## src/rtl/core_pkg.sv

```systemverilog
// Shared core definitions: condition encodings, NZCV bit positions and
// the issue-stage scheduler state type.
package core_pkg;

    // Both of these evaluate as always-true and never wait for flags.
    localparam logic [3:0] COND_AL = 4'b1110;
    localparam logic [3:0] COND_NV = 4'b1111;

    // Bit positions inside the packed {Z,C,V,N} status word.
    localparam int FLAG_Z = 3;
    localparam int FLAG_C = 2;
    localparam int FLAG_V = 1;
    localparam int FLAG_N = 0;

    typedef enum logic [1:0] {
        RUN   = 2'd0,
        WAIT  = 2'd1,
        FLUSH = 2'd2
    } sched_state_t;

    // A condition depends on the flags unless it is one of the always-true codes.
    function automatic logic cond_needs_flags(input logic [3:0] cond);
        return !((cond == COND_AL) || (cond == COND_NV));
    endfunction

endpackage

```

## src/rtl/ConditionCheck.sv

```systemverilog
// Purely combinational ARM-style condition evaluator over a {Z,C,V,N} word.
module ConditionCheck
    import core_pkg::*;
(
    input  logic [3:0] condition,
    input  logic [3:0] status_flags,
    output logic       cond_pass
);

    logic flag_z;
    logic flag_c;
    logic flag_v;
    logic flag_n;

    assign flag_z = status_flags[FLAG_Z];
    assign flag_c = status_flags[FLAG_C];
    assign flag_v = status_flags[FLAG_V];
    assign flag_n = status_flags[FLAG_N];

    // Decode the condition field against the supplied flags.
    always_comb begin
        cond_pass = 1'b0;
        case (condition)
            4'b0000: cond_pass = flag_z;                             // EQ
            4'b0001: cond_pass = ~flag_z;                            // NE
            4'b0010: cond_pass = flag_c;                             // CS
            4'b0011: cond_pass = ~flag_c;                            // CC
            4'b0100: cond_pass = flag_n;                             // MI
            4'b0101: cond_pass = ~flag_n;                            // PL
            4'b0110: cond_pass = flag_v;                             // VS
            4'b0111: cond_pass = ~flag_v;                            // VC
            4'b1000: cond_pass = flag_c & ~flag_z;                   // HI
            4'b1001: cond_pass = ~flag_c | flag_z;                   // LS
            4'b1010: cond_pass = (flag_n == flag_v);                 // GE
            4'b1011: cond_pass = (flag_n != flag_v);                 // LT
            4'b1100: cond_pass = ~flag_z & (flag_n == flag_v);       // GT
            4'b1101: cond_pass = flag_z | (flag_n != flag_v);        // LE
            default: cond_pass = 1'b1;                               // AL / NV
        endcase
    end

endmodule

```

## src/rtl/cond_exec_scheduler.sv

```systemverilog
// Issue-stage controller between ID and EX. Owns the architectural NZCV
// register, counts in-flight flag writers, holds back conditional ops until
// their flags are final and opens a flush window behind taken branches.
module cond_exec_scheduler
    import core_pkg::*;
#(
    parameter int MAX_PENDING = 4,
    parameter int FLUSH_CYC   = 2
) (
    input  logic       clk,
    input  logic       rst_n,
    input  logic       id_valid,
    output logic       id_ready,
    input  logic [3:0] id_cond,
    input  logic       id_s_bit,
    input  logic       id_is_branch,
    input  logic       wb_flags_vld,
    input  logic [3:0] wb_flags,
    output logic       iss_valid,
    output logic       iss_exec,
    output logic       iss_s,
    output logic       flush_req,
    output logic [3:0] status_q,
    output logic       proto_err
);

    localparam int PEND_W = $clog2(MAX_PENDING + 1);
    localparam int FCNT_W = $clog2(FLUSH_CYC + 1);
    localparam logic [PEND_W-1:0] PEND_MAX  = PEND_W'(MAX_PENDING);
    localparam logic [PEND_W-1:0] PEND_ONE  = PEND_W'(1);
    localparam logic [FCNT_W-1:0] FCNT_LOAD = FCNT_W'(FLUSH_CYC);
    localparam logic [FCNT_W-1:0] FCNT_ONE  = FCNT_W'(1);

    sched_state_t      state_q, state_d;
    logic [PEND_W-1:0] pending_q, pending_d;
    logic [FCNT_W-1:0] fcnt_q, fcnt_d;
    logic              iss_valid_q, iss_valid_d;
    logic              iss_exec_q, iss_exec_d;
    logic              iss_s_q, iss_s_d;
    logic              proto_err_q, proto_err_d;
    logic [3:0]        status_d;

    logic [3:0] eff_flags;
    logic       cond_ok;
    logic       needs_flags;
    logic       flags_ready;
    logic       pend_full;
    logic       blocked;
    logic       accept;
    logic       inc_pend;

    // Retiring flags are bypassed straight into this cycle's evaluation.
    assign eff_flags = wb_flags_vld ? wb_flags : status_q;

    ConditionCheck u_cond_check (
        .condition    (id_cond),
        .status_flags (eff_flags),
        .cond_pass    (cond_ok)
    );

    // Flags are final when nothing is in flight, or the last writer retires now.
    assign needs_flags = cond_needs_flags(id_cond);
    assign flags_ready = (pending_q == '0) || ((pending_q == PEND_ONE) && wb_flags_vld);
    assign pend_full   = id_s_bit && (pending_q == PEND_MAX) && !wb_flags_vld;
    assign blocked     = (needs_flags && !flags_ready) || pend_full;

    assign id_ready  = (state_q == RUN) && !blocked;
    assign accept    = id_valid && id_ready;
    assign inc_pend  = accept && cond_ok && id_s_bit;
    assign flush_req = (state_q == FLUSH);

    assign iss_valid = iss_valid_q;
    assign iss_exec  = iss_exec_q;
    assign iss_s     = iss_s_q;
    assign proto_err = proto_err_q;

    // Next state for the RUN/WAIT/FLUSH controller and the flush down-counter.
    always_comb begin
        state_d = state_q;
        fcnt_d  = fcnt_q;
        case (state_q)
            RUN: begin
                if (id_valid && blocked) begin
                    state_d = WAIT;
                end else if (accept && cond_ok && id_is_branch) begin
                    state_d = FLUSH;
                    fcnt_d  = FCNT_LOAD;
                end
            end
            WAIT: begin
                // Leave as soon as the stall reason is gone; acceptance happens in RUN.
                if (!(id_valid && blocked)) begin
                    state_d = RUN;
                end
            end
            FLUSH: begin
                if (fcnt_q <= FCNT_ONE) begin
                    state_d = RUN;
                    fcnt_d  = '0;
                end else begin
                    fcnt_d = fcnt_q - FCNT_ONE;
                end
            end
            default: begin
                state_d = RUN;
                fcnt_d  = '0;
            end
        endcase
    end

    // In-flight writer count, architectural flags and the sticky protocol error.
    always_comb begin
        pending_d   = pending_q;
        proto_err_d = proto_err_q;
        status_d    = status_q;
        if (wb_flags_vld) begin
            status_d = wb_flags;
            if (pending_q == '0) begin
                proto_err_d = 1'b1;
            end
        end
        if (inc_pend && !wb_flags_vld) begin
            pending_d = pending_q + PEND_ONE;
        end else if (!inc_pend && wb_flags_vld && (pending_q != '0)) begin
            pending_d = pending_q - PEND_ONE;
        end
    end

    // Issue decision presented to EX one cycle after acceptance.
    always_comb begin
        iss_valid_d = accept;
        iss_exec_d  = accept && cond_ok;
        iss_s_d     = accept && cond_ok && id_s_bit;
    end

    // State register; reset drops all in-flight tracking immediately.
    always_ff @(posedge clk or negedge rst_n) begin
        if (!rst_n) begin
            state_q     <= RUN;
            fcnt_q      <= '0;
            pending_q   <= '0;
            proto_err_q <= 1'b0;
            status_q    <= 4'b0000;
            iss_valid_q <= 1'b0;
            iss_exec_q  <= 1'b0;
            iss_s_q     <= 1'b0;
        end else begin
            state_q     <= state_d;
            fcnt_q      <= fcnt_d;
            pending_q   <= pending_d;
            proto_err_q <= proto_err_d;
            status_q    <= status_d;
            iss_valid_q <= iss_valid_d;
            iss_exec_q  <= iss_exec_d;
            iss_s_q     <= iss_s_d;
        end
    end

endmodule

```

## config.mk

```make
export PLATFORM = sky130hd
export DESIGN_NAME = cond_exec_scheduler
export DESIGN_NICKNAME = d
export VERILOG_FILES = /design/src/rtl/core_pkg.sv /design/src/rtl/ConditionCheck.sv /design/src/rtl/cond_exec_scheduler.sv
export SDC_FILE = /design/constraint.sdc
export NUM_CORES = 1
export LEC_CHECK = 0
export CORE_UTILIZATION = 35
export DETAILED_ROUTE_END_ITERATION = 8
export SLEW_MARGIN = 20
export SYNTH_ARGS = -nofsm -noshare
export SYNTH_HDL_FRONTEND = slang
export SYNTH_SLANG_ARGS = --single-unit
```

## constraint.sdc

```tcl
create_clock -name clk -period 2.1 [get_ports clk]
set_input_delay 0.21 -clock clk [delete_from_list [all_inputs] [get_ports clk]]
set_output_delay 0.21 -clock clk [all_outputs]
set_load 0.03 [all_outputs]
```

==> results.md <==
* Status: finished, final reports clean
* Fin Setup TNS at 0 ns
* Initial Util at 0.3689
* Drt pass-1 iters at 4
* Setup slack at placement at -0.4012 ns
* Synthesized area at 1008 µm²
* Ant. Diodes at 0
* GPL Wtd Cong at 0.8222
* Peak supply drop at 732.4 µV
* Worst path arrival time at 2.27 ns
* Worst-path maximum fanout at 7
* Final instance area at 1575 µm²
* Slack of the critical path at 0.03105 ns
* IO Pins at 24
* NumNets Final at 171
* Total gr overflow at 0
* Synthesized netlist net count at 118
* EDFF count, synth at 0
* Die Y at 55.68 µm
* Htree depth at 1
* Fillers at 234
* Power per cell area at 793.8 nW/µm²
* Largest net degree at the start of global routing at 16
* Proportion of netlist area held by the largest area contributor at 0.3722
* CTS Buffer Depth at 2
* Mean Syn Cell Area at 10.08 µm²
* Post-DP Area at 1483 µm²
* Share of layout cells above drive strength 1 at 0.3421
* WL final at 2309 µm
* Row count at 19
* Worst Hold Class: primary input to async pin
* Via count at 910
* Fmax at 483.3 MHz
* CP Class: register to register
* Starting DRC count in detailed routing at 12
* Root Driver: clkbuf_4
* CP Capture Type: register
* Synth top area cells: dfrtp_1, xnor2_1, mux2i_1
* Cell taking the most area after synthesis: dfrtp_1
* Routed Antenna Nets at 0
* Synth Warn # at 0
* CTS tree: built
* Synth Register Bits at 15
* Sinks on Clock Net at 15
* Final hold vios at 0
* Setup Skew at 0.004185 ns
* Total of max-cap violations at 0
* Minimum clock period at 2.069 ns
* Inst Count DP at 179
* DRC at 0
* Final setup viols at 0
* Non-filler cells, final at 183
* Final Total Pwr at 1.250 mW
* Width of the die at 55.68 µm
* Post-synth ARST share at 1.000
* Placed wire-length estimate at 1808 µm
* Crit share post-route at 0.9852
* Worst-Skew Late Latency at 0.28 ns
* Core box area at 2734 µm²
* Die area at 3100 µm²
* Post-DR wirelength/cell at 12.62 µm
* Main flop type after synthesis: dfrtp_1
* Vias per inst at 4.973
* Leak at 0.7232 nW
* Post-CTS Setup Bufs at 0
* Slew @ Worst Pin at 0.6828 ns
* Relative slew slack at 0.5434
* Layout area overhead at 56.20%
* Vias in the first global route at 948
* Register Area at 379.1 µm²
* Clock transition at the registers of the reported paths at 0.09 ns
* Max Slew Vio Count at 0
* Count leader, synth: dfrtp_1
* Synth top cells by count: dfrtp_1, nand2_1, inv_1, xnor2_1, mux2i_1
* CTS Buf Count at 3
* Startpoint types: register
* Sequential area share after synthesis at 0.3722
* Post-Syn Instances at 100
* First-pass GRT wire length at 4050 µm
* RSZ-0062 raised after global routing: yes
* Synth cell types at 38
* GRT Total Usage at 0.1648
* I/O Buffers at 23
* Initial antenna violation count at 0
* CP Data Required Time at 2.31 ns
* Area occupied by multi-input gates at 644.4 µm²
[critical path: stages (launching register included)]
cell	delay [ns]
dfrtp_2	0.45
xnor2_4	0.21
mux2_4	0.31
a311o_1	0.28
o31ai_1	0.08
buf_4	0.17
o211ai_4	0.12
a31o_1	0.21
o22ai_1	0.16
[per-layer routing]
| metal | routed length [µm] | up-vias | GRT usage |
|---|---|---|---|
| li1 | - | 459 | - |
| met1 | 1067 | 434 | 0.1973 |
| met2 | 1134 | 12 | 0.2892 |
| met3 | 80 | 5 | 0.04651 |
| met4 | 27 | 0 | 0.04286 |
| met5 | 0 | - | 0 |
[path summary, 6_finish.rpt]
kind / from / end / slack (ns) / cells past startpoint
setup / recovery: status_q[0]$_DFF_PN0_ / pending_q[1]$_DFFE_PN0P_ / 0.03 / 8
hold / removal: rst_n / state_q[1]$_DFFE_PN0P_ / 0.33 / 1
setup reg to reg: status_q[0]$_DFF_PN0_ / pending_q[1]$_DFFE_PN0P_ / 0.03 / 8
hold reg to reg: proto_err$_DFFE_PN0P_ / proto_err$_DFFE_PN0P_ / 0.48 / 1
max in group asynchronous: rst_n / status_q[0]$_DFF_PN0_ / 1.29 / 1
min in group clk: proto_err$_DFFE_PN0P_ / proto_err$_DFFE_PN0P_ / 0.48 / 1
[area by class of cell]
cell class | instances | area share
Multi-Input combinational cell | 74 | 0.4091
Timing Repair Buffer | 52 | 0.2923
Sequential cell | 15 | 0.2407
Tap cell | 31 | 0.02462
Clock buffer | 4 | 0.01668
Inverter | 7 | 0.01668
[where the power goes]
part           leakage [nW]  switching (mW)  total (mW)  internal [mW]
Sequential            0.182          0.0600       0.423          0.363
Combinational         0.526           0.318       0.662          0.344
Clock                0.0150          0.0916       0.165         0.0738
[layout by cell type, fill, tap and decap left out, types with 2 or more instances in the layout]
cell	count
nor2_1	3
o22ai_1	3
dfrtp_1	12
clkbuf_4	3
dfrtp_2	3
nand2b_1	2
ha_1	4
buf_4	28
mux2_4	2
nand2_1	12
a21oi_1	5
clkdlybuf4s50_1	21
mux2_2	3
mux2i_1	6
inv_1	7
nor3_1	2
xnor2_1	5
[cells by family (layout without fill, tap and decap cells)]
group / Yosys count / after routing / synth area share
multiplexers: 11 / 11 / 0.1191
buffers and inverters: 11 / 63 / 0.05211
adder cells (fa/ha/maj): 4 / 4 / 0.04963
AO/OA/AOI/OAI: 23 / 23 / 0.1774
XOR/XNOR: 8 / 8 / 0.06948
flip-flops: 15 / 15 / 0.3722
AND/OR/NAND/NOR: 28 / 28 / 0.1601
[flip-flops by register name (all words and copies together), names as in the netlist]
name       count
state_q        2
proto_err      1
status_q       4
iss_s          1
iss_valid      1
fcnt_q         2
pending_q      3
iss_exec       1
[stage by stage]
stage	hold slack, ns	utilization
after CTS	0.3412	0.5579
after global placement	0.4668	0.5423
after global routing	0.3857	0.5762
final	0.3307	0.5762
after floorplan	-0.08559	-
after detailed placement	0.4635	0.5423
[what timing repair did]
item | 4_1_cts | 5_1_grt
pin swaps | 7 | 2
setup endpoints to repair | 6 | 6
hold buffers | 0 | 0
gates resized for setup | 4 | 7
Note: power is estimated with default switching activity, not from simulation.
